==> config.mk <==
export PLATFORM = sky130hd
export DESIGN_NAME = spi_cmd_decoder
export DESIGN_NICKNAME = d
export VERILOG_FILES = /design/src/rtl/spi_vga_pkg.sv /design/src/rtl/sync_2ff.sv /design/src/rtl/spi_cmd_decoder.sv
export SDC_FILE = /design/constraint.sdc
export NUM_CORES = 1
export LEC_CHECK = 0
export CAP_MARGIN = 30
export CORE_MARGIN = 5
export CORE_UTILIZATION = 56
export DETAILED_ROUTE_END_ITERATION = 16
export GPL_ROUTABILITY_DRIVEN = 0
export MAX_ROUTING_LAYER = met4
export PLACE_DENSITY_LB_ADDON = 0.12
export SYNTH_ARGS = -nofsm -noshare
export SYNTH_HDL_FRONTEND = slang
export SYNTH_SLANG_ARGS = --single-unit
==> constraint.sdc <==
create_clock -name i_Clk -period 4.1 [get_ports i_Clk]
set_clock_uncertainty 0.05 [all_clocks]
set_input_delay 0.82 -clock i_Clk [delete_from_list [all_inputs] [get_ports i_Clk]]
set_output_delay 0.82 -clock i_Clk [all_outputs]
set_load 0.02 [all_outputs]
==> src/rtl/spi_vga_pkg.sv <==
// spi_vga_pkg
// Shared definitions for the SPI-to-VGA path. Holds the command opcodes
// understood by the byte-level decoder, the default identification byte
// returned on MISO during every command byte, and the decoder state
// encoding.
package spi_vga_pkg;

  localparam logic [7:0] CMD_WRITE       = 8'h01;
  localparam logic [7:0] CMD_READ        = 8'h02;
  localparam logic [7:0] DEFAULT_ID_BYTE = 8'hA5;

  typedef enum logic [2:0] {
    ST_IDLE     = 3'd0,
    ST_ADDR_H   = 3'd1,
    ST_ADDR_L   = 3'd2,
    ST_WR_DATA  = 3'd3,
    ST_RD_ISSUE = 3'd4,
    ST_RD_WAIT  = 3'd5,
    ST_RD_DATA  = 3'd6,
    ST_DISCARD  = 3'd7
  } dec_state_e;

  // True for the opcodes the decoder accepts; everything else is an error.
  function automatic logic is_legal_cmd(input logic [7:0] b);
    return (b == CMD_WRITE) || (b == CMD_READ);
  endfunction

endpackage

==> src/rtl/sync_2ff.sv <==
// sync_2ff
// Generic two-flop synchronizer for a single asynchronous level signal.
// The reset value is a parameter. Its default of 1 matches an idle
// active-low chip select.
// Ports:
//   i_Clk   - destination clock
//   i_Rst_L - asynchronous active-low reset
//   i_D     - asynchronous input level
//   o_Q     - synchronized level, two i_Clk edges behind i_D
module sync_2ff #(
  parameter logic RESET_VAL = 1'b1
) (
  input  logic i_Clk,
  input  logic i_Rst_L,
  input  logic i_D,
  output logic o_Q
);

  logic meta_q;
  logic sync_q;

  // First flop may go metastable; the second gives it a full cycle to settle.
  always_ff @(posedge i_Clk or negedge i_Rst_L) begin
    if (!i_Rst_L) begin
      meta_q <= RESET_VAL;
      sync_q <= RESET_VAL;
    end else begin
      meta_q <= i_D;
      sync_q <= meta_q;
    end
  end

  assign o_Q = sync_q;

endmodule

==> src/rtl/spi_cmd_decoder.sv <==
// spi_cmd_decoder
// Byte-level command decoder that sits behind SPI_Slave (mode 0). Each
// chip-select frame carries an opcode, a 16-bit address (high byte first)
// and a data burst. The decoder turns each frame into write or read
// accesses on a synchronous memory port. It also feeds the slave's
// transmit-load port: ID_BYTE for the first byte of a frame, and
// prefetched read data during a read burst.
// Ports:
//   i_Clk, i_Rst_L           - system clock, async active-low reset
//   i_RX_DV, i_RX_Byte       - received-byte pulse and data from the slave
//   o_TX_DV, o_TX_Byte       - transmit-byte load pulse and data to the slave
//   i_SPI_CS_n               - raw chip-select pin (asynchronous)
//   o_Mem_Addr, o_Mem_WData  - memory address and write data
//   o_Mem_WE, o_Mem_RE       - one-cycle write and read strobes
//   i_Mem_RData              - read data, valid one cycle after o_Mem_RE
//   o_Busy                   - frame open (synchronized chip select low)
//   o_Cmd_Err                - one-cycle pulse on an unknown opcode
module spi_cmd_decoder
  import spi_vga_pkg::*;
#(
  parameter int         ADDR_W  = 16,
  parameter logic [7:0] ID_BYTE = DEFAULT_ID_BYTE
) (
  input  logic              i_Clk,
  input  logic              i_Rst_L,
  input  logic              i_RX_DV,
  input  logic [7:0]        i_RX_Byte,
  output logic              o_TX_DV,
  output logic [7:0]        o_TX_Byte,
  input  logic              i_SPI_CS_n,
  output logic [ADDR_W-1:0] o_Mem_Addr,
  output logic [7:0]        o_Mem_WData,
  output logic              o_Mem_WE,
  output logic              o_Mem_RE,
  input  logic [7:0]        i_Mem_RData,
  output logic              o_Busy,
  output logic              o_Cmd_Err
);

  logic cs_n_sync;
  logic cs_act;

  sync_2ff #(.RESET_VAL(1'b1)) u_cs_sync (
    .i_Clk  (i_Clk),
    .i_Rst_L(i_Rst_L),
    .i_D    (i_SPI_CS_n),
    .o_Q    (cs_n_sync)
  );

  assign cs_act = ~cs_n_sync;

  dec_state_e        state_q, state_d;
  logic [ADDR_W-1:0] addr_q, addr_d;
  logic [7:0]        addr_hi_q, addr_hi_d;
  logic              cmd_wr_q, cmd_wr_d;
  logic              init_q, init_d;
  logic              tx_dv_q, tx_dv_d;
  logic [7:0]        tx_byte_q, tx_byte_d;
  logic [ADDR_W-1:0] mem_addr_q, mem_addr_d;
  logic [7:0]        mem_wdata_q, mem_wdata_d;
  logic              mem_we_q, mem_we_d;
  logic              mem_re_q, mem_re_d;
  logic              cmd_err_q, cmd_err_d;

  logic [15:0]       addr_full;
  logic              frame_end;

  assign addr_full = {addr_hi_q, i_RX_Byte};

  // A byte arriving in the same cycle the frame closes is still processed.
  // The return to IDLE waits one cycle, because cs_act stays low.
  assign frame_end = !cs_act && (state_q != ST_IDLE) && !i_RX_DV;

  // Next-state and next-output logic. Read strobes are raised on the
  // transition into RD_ISSUE. The memory then returns data while the FSM
  // sits in RD_WAIT, which puts the TX load three cycles after the RX byte.
  always_comb begin
    state_d     = state_q;
    addr_d      = addr_q;
    addr_hi_d   = addr_hi_q;
    cmd_wr_d    = cmd_wr_q;
    init_d      = 1'b0;
    tx_dv_d     = 1'b0;
    tx_byte_d   = tx_byte_q;
    mem_addr_d  = mem_addr_q;
    mem_wdata_d = mem_wdata_q;
    mem_we_d    = 1'b0;
    mem_re_d    = 1'b0;
    cmd_err_d   = 1'b0;

    if (init_q) begin
      // Preload ID_BYTE so the very first frame after reset starts with it.
      tx_dv_d   = 1'b1;
      tx_byte_d = ID_BYTE;
    end else if (frame_end) begin
      state_d   = ST_IDLE;
      tx_dv_d   = 1'b1;
      tx_byte_d = ID_BYTE;
    end else begin
      case (state_q)
        ST_IDLE: begin
          if (i_RX_DV) begin
            if (is_legal_cmd(i_RX_Byte)) begin
              cmd_wr_d = (i_RX_Byte == CMD_WRITE);
              state_d  = ST_ADDR_H;
            end else begin
              cmd_err_d = 1'b1;
              state_d   = ST_DISCARD;
            end
          end
        end
        ST_ADDR_H: begin
          if (i_RX_DV) begin
            addr_hi_d = i_RX_Byte;
            state_d   = ST_ADDR_L;
          end
        end
        ST_ADDR_L: begin
          if (i_RX_DV) begin
            addr_d = addr_full[ADDR_W-1:0];
            if (cmd_wr_q) begin
              state_d = ST_WR_DATA;
            end else begin
              mem_re_d   = 1'b1;
              mem_addr_d = addr_full[ADDR_W-1:0];
              state_d    = ST_RD_ISSUE;
            end
          end
        end
        ST_WR_DATA: begin
          if (i_RX_DV) begin
            mem_we_d    = 1'b1;
            mem_wdata_d = i_RX_Byte;
            mem_addr_d  = addr_q;
            addr_d      = addr_q + ADDR_W'(1);
          end
        end
        ST_RD_ISSUE: begin
          state_d = ST_RD_WAIT;
        end
        ST_RD_WAIT: begin
          tx_dv_d   = 1'b1;
          tx_byte_d = i_Mem_RData;
          addr_d    = addr_q + ADDR_W'(1);
          state_d   = ST_RD_DATA;
        end
        ST_RD_DATA: begin
          // Dummy byte: fetch the next address for the following MISO slot.
          if (i_RX_DV) begin
            mem_re_d   = 1'b1;
            mem_addr_d = addr_q;
            state_d    = ST_RD_ISSUE;
          end
        end
        ST_DISCARD: begin
          state_d = ST_DISCARD;
        end
        default: begin
          state_d = ST_IDLE;
        end
      endcase
    end
  end

  // All state and outputs are registered. init_q resets high so the ID
  // preload fires on the first cycle after reset release.
  always_ff @(posedge i_Clk or negedge i_Rst_L) begin
    if (!i_Rst_L) begin
      state_q     <= ST_IDLE;
      addr_q      <= '0;
      addr_hi_q   <= 8'h00;
      cmd_wr_q    <= 1'b0;
      init_q      <= 1'b1;
      tx_dv_q     <= 1'b0;
      tx_byte_q   <= 8'h00;
      mem_addr_q  <= '0;
      mem_wdata_q <= 8'h00;
      mem_we_q    <= 1'b0;
      mem_re_q    <= 1'b0;
      cmd_err_q   <= 1'b0;
    end else begin
      state_q     <= state_d;
      addr_q      <= addr_d;
      addr_hi_q   <= addr_hi_d;
      cmd_wr_q    <= cmd_wr_d;
      init_q      <= init_d;
      tx_dv_q     <= tx_dv_d;
      tx_byte_q   <= tx_byte_d;
      mem_addr_q  <= mem_addr_d;
      mem_wdata_q <= mem_wdata_d;
      mem_we_q    <= mem_we_d;
      mem_re_q    <= mem_re_d;
      cmd_err_q   <= cmd_err_d;
    end
  end

  assign o_TX_DV     = tx_dv_q;
  assign o_TX_Byte   = tx_byte_q;
  assign o_Mem_Addr  = mem_addr_q;
  assign o_Mem_WData = mem_wdata_q;
  assign o_Mem_WE    = mem_we_q;
  assign o_Mem_RE    = mem_re_q;
  assign o_Cmd_Err   = cmd_err_q;
  assign o_Busy      = cs_act;

endmodule
Word level (Yosys, flattened, before mapping)
Index checks and enable logic that the tools add are counted.
Word-level totals
  flip-flop bits (word level): 67
  word-level logic and storage cells: 87
Cells by class
  multiplexer cells: 35
  add/sub/neg operators: 1
  equality and inequality tests: 17
  reduce and logical (&&, ||, !) cells: 17
  bitwise operators: 3
Operators with widths (count)
  $mux 16: 5
  $pmux 16 s3: 1
  $pmux 16 s2: 1
  $mux 8: 3
  $mux 3: 7
  $pmux 3 s7: 1
  $add 16x1->16 const B: 1
  $mux 1: 16
  $eq 3x3->1 const B: 4
  $ne 3x3->1 const B: 4
  $reduce_and 6->1: 2
  $reduce_and 5->1: 2
  $reduce_bool 3->1: 3
  $eq 8x1->1 const B: 1
  $eq 8x2->1 const B: 1
  $reduce_and 4->1: 2
  $reduce_bool 8->1: 1
  $eq 3x2->1 const B: 2
  $ne 2x2->1 const B: 3
  $eq 3x1->1 const B: 1
  $logic_not 3->1: 1
  $not 1->1: 3
  $logic_and 1x1->1: 2
  $ne 2x1->1 const B: 1
  5 further kinds: 5

Depth between registers and ports, before layout
Gate-level depths: netlist of the first run.
  depth after elaboration: 7
  depth in mapped cells: 8

Hierarchy
A second synthesis of the first run with hierarchy kept.
Unflattened totals
  cells, all modules: 332
  area, all modules: 3337.0 um2
Modules (own cells, without submodules)
  spi_cmd_decoder: seq. area each 1627.8 um2, area each 3284.4 um2, cells an instance 330, times used 1
  sync_2ff: seq. area each 52.6 um2, area each 52.6 um2, cells an instance 2, times used 1

Least setup slack after synthesis of the first run
No wires, ideal clock.
  kind: input to register
  start point: in i_RX_Byte[6]
  end point: reg state_q[1]
  arrival: 1.666 ns
  setup time: 0.138 ns
  setup slack: 2.247 ns
  stages on the path: 4
  cell sequence: nor4_1 nand3_1 a221oi_1 o22ai_1
Between the ends
  word-level cells in the longest chain between the ends: 6
RTL lines
  start: declaration: line spi_cmd_decoder.sv:27  | input logic [7:0] i_RX_Byte,
  $eq 8x1->1 or $eq 8x2->1 (tied branches): line spi_vga_pkg.sv:25  | return (b == CMD_WRITE) || (b == CMD_READ);
  $logic_or 1x1->1 (*): line spi_vga_pkg.sv:25
  $mux 3 (*): line spi_cmd_decoder.sv:103  | if (is_legal_cmd(i_RX_Byte)) begin
  $mux 3 (*): line spi_cmd_decoder.sv:102  | if (i_RX_DV) begin
  $pmux 3 s7 (*): line spi_cmd_decoder.sv:100  | case (state_q)
  $mux 3 (*): line spi_cmd_decoder.sv:95  | end else if (frame_end) begin
  end signal: assignment: line spi_cmd_decoder.sv:182  | state_q <= state_d;
  end: declaration: line spi_cmd_decoder.sv:52  | dec_state_e state_q, state_d;
Mark *: on every way between the ends. The rest lies on a longest branch, timed or not. The select of a mux whose other input is x is not followed.
A chain may end at the register's enable or synchronous reset.

Final worst setup path of the first run
  start point: in i_RX_DV
  end point: reg mem_addr_q[11], in the netlist o_Mem_Addr[11]
Between the ends
  word-level cells in the longest chain between the ends: 4
RTL lines
  start: declaration: line spi_cmd_decoder.sv:26  | input logic i_RX_DV,
  $logic_not 1->1: line spi_cmd_decoder.sv:72  | assign frame_end = !cs_act && (state_q != ST_IDLE) && !i_RX_DV;
  $logic_and 1x1->1: line spi_cmd_decoder.sv:72
  $not 1->1 (no line)
  $reduce_and 6->1 (no line) (*)
  end signal: assignment: line spi_cmd_decoder.sv:189  | mem_addr_q <= mem_addr_d;
  end: declaration: line spi_cmd_decoder.sv:59  | logic [ADDR_W-1:0] mem_addr_q, mem_addr_d;
Mark *: on every way between the ends. The rest lies on a longest branch, timed or not.

==> impl_metrics.csv, run 1 <==
group,metric,value,unit
run_status,status,"finished clean",
detailed_routing,first_pass_iters,5,
worst_setup_path,cpLargestDelayFamily,"simple AND/OR/NAND/NOR gates",
pwr,p_per_area,845,nW/um2
logic_synthesis,synth.area.top_cells,"dfrtp_1 (49%), a21oi_1 (7.5%), mux2_2 (4.9%), nand2_1 (4.9%), mux2i_1 (4.6%)",
grt,met3_usage,5.99,%
clock_tree,root_buffer,"clkbuf_8",
floorplan,num_rows,27,
grt,grt_pass1_wl,13200,um
finish,area_delta_synth_final,25.1,%
worst_setup_path,ff2ff_path_depth,4,
finish,final_nets,403,
worst_setup_path,critical_path_depth,7,
grt,antenna_found_initial,0,
detailed_routing,drc,0,
grt,first_global_vias,2687,
grt,met2_usage,37.3,%
pwr,p_leak,1.82,nW
logic_synthesis,synthesis.area,3250,um2
timing,setup_tns,0,ns
worst_setup_path,critical_path_arrival,2.87,ns
clock_tree,clock_sinks,67,
logic_synthesis,async_flop_share,100,%
clock_tree,htreeDepth,3,
finish,instances_no_fill,459,
worst_setup_path,slowest_stage,"clkdlybuf4s50_1",
timing,setup_viol,0,
finish,drive_gt1_share,10.9,%
clock_tree,post-cts-setup-buffer-count,0,
grt,use_met1,28.8,%
detailed_routing,drt_wl_total,7720,um
timing,fmax,377,MHz
worst_setup_path,cp_max_fo,32,
placement,placedCellCount,443,
finish,antennaDiodeCount,0,
finish,final_common_cell,"dfrtp_1",
min_path,hp-class,"reg2reg",
floorplan,core,5570,um2
grt,grtUsageTotal,23.4,%
worst_setup_path,cp_data_required_time,4.31,ns
worst_setup_path,critPathKind,"in2reg",
timing,rsz0062_at_grt,"no",
worst_setup_path,cp.buffers_inverters,2,
placement,portBuffers,56,
logic_synthesis,yosys_warnings,0,
logic_synthesis,ys_seq_elements,67,
timing,min_period_over_period,64.7,%
worst_setup_path,crit_start,"i_RX_DV",
pwr,irDropWorstVdd,0.000572,V
worst_setup_path,rr_startpoint,"state_q[0]",
flow_run,timing.max_cap.violations,0,
logic_synthesis,ys_types,43,
logic_synthesis,netlist_instances,332,
clock_tree,numCtsBuffers,9,
worst_setup_path,crit_chain,"clkdlybuf4s50_1 > nor3b_4 > nand3_1 > nand2b_1 > buf_4 > nor2_1 > a21oi_1",
logic_synthesis,synth.net_count,353,
worst_setup_path,cp-end-kind,"flop",
floorplan,die_y,86.2,um
floorplan,initial_core_util,58.3,%
clock_tree,clk_path_buf_depth,2,
clock_tree,clkTransAtPathRegs,0.07,ns
logic_synthesis,avgSynthCellArea,9.79,um2
worst_setup_path,cp-start-kind,"input port",
logic_synthesis,yosys.area.top_type,"dfrtp_1",
worst_setup_path,critPathMaxStageDelay,0.57,ns
logic_synthesis,ys_seq_area_share,51.7,%
timing,finalWorstSetupSlack,1.45,ns
timing,finalHoldViolCount,0,
clock_tree,cts_resized,0,
floorplan,pin_count,57,
timing,period_needed,2.65,ns
logic_synthesis,synth_top_area_share,49.3,%
logic_synthesis,synth_flop_cell,"dfrtp_1",
detailed_routing,first_iter_violations,181,
placement,pre_cts_ws,1.16,ns
worst_setup_path,ff2ff_setup_slack,1.91,ns
clock_tree,holdBufCountCts,0,
placement,dp_hpwl,5310,um
clock_tree,cts_tree,"done",
timing,max-slew-margin-rel,48.8,%
worst_setup_path,regToRegEndpoint,"addr_q[0]",
detailed_routing,viasPerCell,5.93,
grt,grt_max_degree,35,
clock_tree,clk_latency,0.35,ns
detailed_routing,vias,2720,
finish,layout_common_cells,"dfrtp_1 (64), clkdlybuf4s50_1 (55), a21oi_1 (49)",
detailed_routing,wire_per_inst,16.8,um
grt,grt-ovfl-total,0,
floorplan,die_w,86.2,um
grt,gr-max-usage-layer,"met2",
detailed_routing,postRouteAntennaNets,0,
logic_synthesis,synth-edff-count,0,
timing,slew_viol_final,0,
floorplan,dieArea,7430,um2
timing,hold_ws,0.316,ns
worst_setup_path,endpoint,"o_Mem_Addr[11]",
timing,worst_slew_pin_slew,0.769,ns
-- through the flow --
stage          utilization, %  power (W)  instance area [um2]
6_report                 72.9    0.00343                 4070
5_1_grt                  72.9    0.00367                 4070
4_1_cts                  72.9    0.00344                 4070
3_5_place_dp             68.0    0.00268                 3790
3_3_place_gp             67.7    0.00261                 3770
2_1_floorplan               -    0.00220                 3250
-- worst min-delay path by stage --
stage / depth (start not counted) / endpoint / startpoint / slack, ns
6_report: 0 / u_cs_sync.o_Q / u_cs_sync.meta_q / 0.32
5_1_grt: 0 / u_cs_sync.o_Q / u_cs_sync.meta_q / 0.32
2_1_floorplan: 0 / u_cs_sync.o_Q / u_cs_sync.meta_q / 0.30
3_5_place_dp: 0 / u_cs_sync.o_Q / u_cs_sync.meta_q / 0.30
4_1_cts: 0 / u_cs_sync.o_Q / u_cs_sync.meta_q / 0.31
3_3_place_gp: 0 / u_cs_sync.o_Q / u_cs_sync.meta_q / 0.30
-- worst register-to-register path, cell delays in order (launching register included) --
cell and delay (ns):
dfrtp_1 0.57, nand3_1 0.43, o31a_1 0.59, or3_1 0.41, nand3_1 0.08
-- sequential cells by signal, indices dropped and copies added, names as in the netlist --
register	cells
u_cs_sync.meta_q	1
o_TX_DV	1
state_q	3
o_Cmd_Err	1
addr_hi_q	8
o_Mem_RE	1
addr_q	16
o_TX_Byte	8
init_q	1
o_Mem_WE	1
cmd_wr_q	1
o_Mem_Addr	16
o_Mem_WData	8
u_cs_sync.o_Q	1
-- synth_stat cells, types with 5 or more instances --
master    count
o21ai_0      17
and3_1        5
dfrtp_1      64
inv_1         6
mux2i_1      15
nand2_1      42
nand4_1       6
buf_2         9
a21oi_1      49
buf_4        10
o22ai_1       6
nand3_1      15
nand2b_1      6
mux2_2       14
nor2_1       28
-- cells by family (layout without fill, tap and decap cells) --
| family | after synthesis | in the layout | share of synthesized area (%) |
|---|---|---|---|
| xor gates and xnor gates | 3 | 3 | 0.809 |
| buffers and inverters | 28 | 83 | 5.20 |
| other | 1 | 1 | 0.115 |
| muxes | 29 | 29 | 9.47 |
| DFF | 67 | 67 | 51.7 |
| adders and majority gates | 1 | 1 | 0.385 |
| and+or+nand+nor | 114 | 114 | 16.6 |
| AOI/OAI and AO/OA | 89 | 89 | 15.7 |
-- routing by layer --
metal,share of wire (%),vias up
met1,41,1323
met3,6.9,15
met2,50,110
met4,2.4,0
li1,-,1272
met5,0,-
-- area by class of cell --
type                    count  area (um2)
well taps                  72        90.1
multi-input cells         237        1400
clock buffers              12         155
clock inverters             4         120
inverters                   7        26.3
fillers                   413        1510
repair buffers             60         593
flip-flops and latches     67        1680
-- where the power goes --
| group | switching (W) | internal (W) | total [W] |
|---|---|---|---|
| logic | 0.000822 | 0.000668 | 0.00149 |
| clock network | 0.000251 | 0.000499 | 0.000750 |
| registers | 0.000257 | 0.000937 | 0.00119 |
Note: power is estimated with default switching activity, not from simulation.
==> run 2, diff against run 1 <==
--- a/config.mk
+++ b/config.mk
@@ -7,7 +7,7 @@
 export LEC_CHECK = 0
 export CAP_MARGIN = 30
 export CORE_MARGIN = 5
-export CORE_UTILIZATION = 56
+export CORE_UTILIZATION = 47
 export DETAILED_ROUTE_END_ITERATION = 16
 export GPL_ROUTABILITY_DRIVEN = 0
 export MAX_ROUTING_LAYER = met4
==> constraint.sdc (replaced) <==
create_clock -name i_Clk -period 2.38 [get_ports i_Clk]
set_clock_uncertainty 0.05 [all_clocks]
set_input_delay 0.476 -clock i_Clk [delete_from_list [all_inputs] [get_ports i_Clk]]
set_output_delay 0.476 -clock i_Clk [all_outputs]
set_load 0.02 [all_outputs]
==> impl_metrics.csv, run 2 (synthesized netlist as in run 1, its figures left out) <==
group,metric,value,unit
floorplan,die_w,93.1,um
pwr,switching_share,41.4,%
timing,finalHoldViolCount,0,
timing,fmax,492,MHz
detailed_routing,drc,0,
pwr,p_clk_share,16.9,%
worst_setup_path,critPathMaxStageDelay,0.57,ns
placement,dpl_cell_area,3880,um2
worst_setup_path,ff2ff_setup_slack,0.52,ns
clock_tree,cts_tree,"done",
timing,max-slew-margin-rel,64.1,%
detailed_routing,viasPerCell,5.59,
pwr,pwr-share-seq,37.0,%
finish,antennaDiodeCount,0,
clock_tree,holdBufCountCts,0,
timing,slew_viol_final,0,
floorplan,dieArea,8680,um2
detailed_routing,drt_wl_total,7810,um
grt,grtUsageTotal,19.8,%
floorplan,core,6760,um2
grt,grt_pass1_wl,13000,um
finish,drive_gt1_share,12.9,%
clock_tree,post-cts-setup-buffer-count,0,
worst_setup_path,cp.buffers_inverters,2,
worst_setup_path,critical_path_arrival,1.51,ns
run_status,status,"finished clean",
timing,rsz0062_at_grt,"no",
clock_tree,clk_path_buf_depth,2,
timing,min_period_over_period,85.5,%
clock_tree,numCtsBuffers,9,
worst_setup_path,crit_chain,"inv_1 > clkdlybuf4s50_1",
timing,worst_slew_pin_slew,0.537,ns
detailed_routing,first_iter_violations,176,
finish,final_nets,412,
pwr,p_per_area,1370,nW/um2
worst_setup_path,critPathKind,"reg2out",
detailed_routing,first_pass_iters,4,
worst_setup_path,cp-end-kind,"output pin",
worst_setup_path,cp_max_fo,4,
clock_tree,cts_resized,0,
floorplan,die_y,93.1,um
clock_tree,clkTransAtPathRegs,0.08,ns
min_path,hp-class,"in2async",
pwr,p_int,0.00327,W
clock_tree,htreeDepth,3,
pwr,irDropWorstVdd,0.000570,V
pwr,p_switching,0.00231,W
grt,antenna_found_initial,0,
finish,fillers,610,
clock_tree,root_buffer,"clkbuf_8",
flow_run,timing.max_cap.violations,0,
floorplan,pin_count,57,
grt,first_global_vias,2561,
finish,final_common_cell,"dfrtp_1",
timing,setup_tns,0,ns
worst_setup_path,cpLargestDelayFamily,"buffers and inverters",
pwr,comb_power_share,46.1,%
finish,final_area,4080,um2
worst_setup_path,cp_data_required_time,1.85,ns
clock_tree,clock_sinks,67,
timing,setup_viol,0,
clock_tree,clk_latency,0.35,ns
worst_setup_path,cp-start-kind,"flop",
placement,dp_hpwl,5530,um
worst_setup_path,slowest_stage,"dfstp_2",
placement,portBuffers,56,
floorplan,initial_core_util,48.1,%
finish,layout_common_cells,"dfrtp_1 (64), clkdlybuf4s50_1 (55), a21oi_1 (49)",
timing,period_needed,2.03,ns
finish,area_delta_synth_final,25.6,%
grt,grt_max_degree,68,
detailed_routing,vias,2659,
pwr,p_leak,1.82,nW
grt,grt-ovfl-total,0,
floorplan,num_rows,30,
detailed_routing,postRouteAntennaNets,0,
detailed_routing,wire_per_inst,16.4,um
-- run 2: cell count changes in the layout (fill, tap and decap cells not counted) --
cell / delta
clkinv_4: +2
buf_8: -1
bufinv_16: -3
clkinvlp_4: +2
clkinv_2: +1
buf_12: +2
buf_4: +8
clkbuf_8: -2
-- run 2: cell type report --
type / instances / area (um2) / share of cell area [%]
clock inverters: 6 / 67.6 / 1.66
flip-flops and latches: 67 / 1680 / 41.2
inverters: 7 / 26.3 / 0.644
multi-input cells: 237 / 1400 / 34.3
well taps: 80 / 100 / 2.45
repair buffers: 69 / 678 / 16.6
clock buffers: 10 / 128 / 3.13
-- run 2: metrics by stage --
step / std cells / setup WS, ns / utilization (%) / hold slack, ns / total power (W)
2_1_floorplan: 332 / 0.803 / - / 0.130 / 0.00379
3_3_place_gp: 460 / 0.132 / 57.5 / 0.298 / 0.00462
3_5_place_dp: 460 / 0.0869 / 57.5 / 0.298 / 0.00468
4_1_cts: 476 / 0.327 / 60.4 / 0.0911 / 0.00563
5_1_grt: 476 / 0.297 / 60.4 / 0.0934 / 0.00597
6_report: 476 / 0.346 / 60.4 / 0.0763 / 0.00558
-- run 2: metal layers --
| metal | track usage, % | up-vias | wire (um) |
|---|---|---|---|
| li1 | - | 1294 | - |
| met1 | 25.0 | 1275 | 3410 |
| met2 | 31.6 | 71 | 3910 |
| met3 | 3.94 | 19 | 306 |
| met4 | 7.69 | 0 | 180 |
| met5 | - | - | 0 |
-- run 2: power by group through the flow --
stage               logic, W  registers [W]  clock network, W
finish               0.00257        0.00207          0.000940
global route         0.00281        0.00215           0.00101
detailed placement   0.00259        0.00209                 0
global placement     0.00254        0.00208                 0
CTS                  0.00260        0.00207          0.000963
floorplan            0.00157        0.00221                 0
-- run 2: path summary, 6_finish.rpt --
| kind | cells after the start | endpoint | from |
|---|---|---|---|
| min in group i_Clk | 0 | u_cs_sync.o_Q | u_cs_sync.meta_q |
| max in group asynchronous | 2 | init_q | i_Rst_L |
| max reg2reg | 4 | o_Mem_Addr[12] | state_q[0] |
| min | 2 | o_Mem_Addr[12] | i_Rst_L |
| max | 2 | o_Busy | u_cs_sync.o_Q |
| min reg2reg | 0 | u_cs_sync.o_Q | u_cs_sync.meta_q |
==> run 3, diff against run 2 <==
--- a/config.mk
+++ b/config.mk
@@ -11,7 +11,7 @@
 export DETAILED_ROUTE_END_ITERATION = 16
 export GPL_ROUTABILITY_DRIVEN = 0
 export MAX_ROUTING_LAYER = met4
-export PLACE_DENSITY_LB_ADDON = 0.12
+export PLACE_DENSITY = 0.75
 export SYNTH_ARGS = -nofsm -noshare
 export SYNTH_HDL_FRONTEND = slang
 export SYNTH_SLANG_ARGS = --single-unit
==> impl_metrics.csv, run 3 (synthesized netlist as in run 1, its figures left out) <==
group,metric,value,unit
run_status,status,"finished clean",
floorplan,die_y,93.1,um
timing,rsz0062_at_grt,"no",
worst_setup_path,cp_max_fo,4,
worst_setup_path,cp-end-kind,"output pin",
finish,multiInputGateArea,1400,um2
clock_tree,cts_resized,0,
placement,placedCellCount,461,
clock_tree,htreeDepth,3,
finish,fillers,595,
grt,grtUsageTotal,20.1,%
finish,area_delta_synth_final,26.0,%
timing,max-slew-margin-rel,65.1,%
flow_run,timing.max_cap.violations,0,
timing,worst_slew_pin_slew,0.522,ns
clock_tree,root_buffer,"clkbuf_8",
finish,final_common_cell,"dfrtp_1",
detailed_routing,drt_wl_total,7700,um
pwr,irDropWorstVdd,0.000686,V
clock_tree,holdBufCountCts,0,
worst_setup_path,cp_data_required_time,1.85,ns
finish,instances_no_fill,476,
grt,grt_pass1_wl,13200,um
clock_tree,cts_tree,"done",
placement,portBuffers,56,
clock_tree,clock_sinks,67,
grt,grt-ovfl-total,0,
detailed_routing,first_iter_violations,158,
finish,antennaDiodeCount,0,
finish,regArea,1680,um2
worst_setup_path,critical_path_arrival,1.48,ns
floorplan,dieArea,8680,um2
detailed_routing,first_pass_iters,4,
detailed_routing,viasPerCell,5.66,
worst_setup_path,critPathKind,"reg2out",
clock_tree,clk_path_buf_depth,2,
worst_setup_path,cp-start-kind,"flop",
detailed_routing,vias,2692,
timing,setup_tns,0,ns
clock_tree,clk_latency,0.34,ns
detailed_routing,postRouteAntennaNets,0,
floorplan,num_rows,30,
clock_tree,clkTransAtPathRegs,0.07,ns
finish,layout_common_cells,"dfrtp_1 (64), clkdlybuf4s50_1 (55), a21oi_1 (49)",
clock_tree,post-cts-setup-buffer-count,0,
timing,fmax,499,MHz
timing,min_period_over_period,84.2,%
floorplan,pin_count,57,
timing,setup_viol,0,
placement,dp_hpwl,5560,um
grt,first_global_vias,2733,
min_path,hp-class,"in2async",
pwr,p_per_area,1370,nW/um2
clock_tree,numCtsBuffers,9,
grt,antenna_found_initial,0,
finish,drive_gt1_share,13.1,%
floorplan,die_w,93.1,um
timing,period_needed,2.00,ns
floorplan,initial_core_util,48.1,%
timing,finalHoldViolCount,0,
timing,slew_viol_final,0,
floorplan,core,6760,um2
detailed_routing,drc,0,
grt,grt_max_degree,37,
pwr,p_leak,1.83,nW
detailed_routing,wire_per_inst,16.2,um
finish,final_nets,413,
[run 3: cell count changes in the layout (fill, tap and decap cells not counted)]
cell      change
buf_4         +1
clkbuf_1      -1
clkbuf_8      +2
clkinv_4      -2
[run 3: power breakdown]
part	switching [W]	internal (W)	total (W)
Combinational	0.00140	0.00117	0.00257
Sequential	0.000448	0.00161	0.00206
Clock	0.000425	0.000533	0.000958
[run 3: through the flow]
step | instance area, um2 | utilization [%] | worst slack [ns] | hold slack, ns | power (W)
floorplan | 3250 | - | 0.803 | 0.130 | 0.00379
global placement | 3890 | 57.6 | 0.168 | 0.298 | 0.00459
detailed placement | 3890 | 57.6 | 0.114 | 0.298 | 0.00467
CTS | 4090 | 60.6 | 0.354 | 0.0208 | 0.00564
global route | 4090 | 60.6 | 0.307 | 0.0527 | 0.00599
finish | 4090 | 60.6 | 0.375 | 0.0232 | 0.00559
[run 3: worst max-delay path: stages (launching register included)]
cell,delay (ns)
dfstp_2,0.55
inv_1,0.05
clkdlybuf4s50_1,0.53
[run 3: per-layer routing]
metal  track usage [%]  part of all wire (%)
met5                 -                     0
met4              9.52                   2.5
met3              3.38                   5.2
met2              34.0                    51
met1              23.4                    41
[run 3: worst paths after layout]
check | to | slack [ns] | cells past startpoint | start
max | o_Busy | 0.38 | 2 | u_cs_sync.o_Q
min | o_Mem_WData[7] | 0.02 | 1 | i_Rst_L
max reg2reg | addr_q[10] | 0.49 | 6 | state_q[2]
min reg2reg | u_cs_sync.o_Q | 0.31 | 0 | u_cs_sync.meta_q
max in group asynchronous | u_cs_sync.meta_q | 1.66 | 2 | i_Rst_L
min in group i_Clk | u_cs_sync.o_Q | 0.31 | 0 | u_cs_sync.meta_q
[run 3: cell type report]
| cell class | instances | share of cell area [%] |
|---|---|---|
| Clock buffer | 11 | 3.70 |
| Clock inverter | 4 | 1.22 |
| Inverter | 7 | 0.642 |
| Multi-Input combinational cell | 237 | 34.2 |
| Sequential cell | 67 | 41.0 |
| Tap cell | 80 | 2.44 |
| Timing Repair Buffer | 70 | 16.7 |
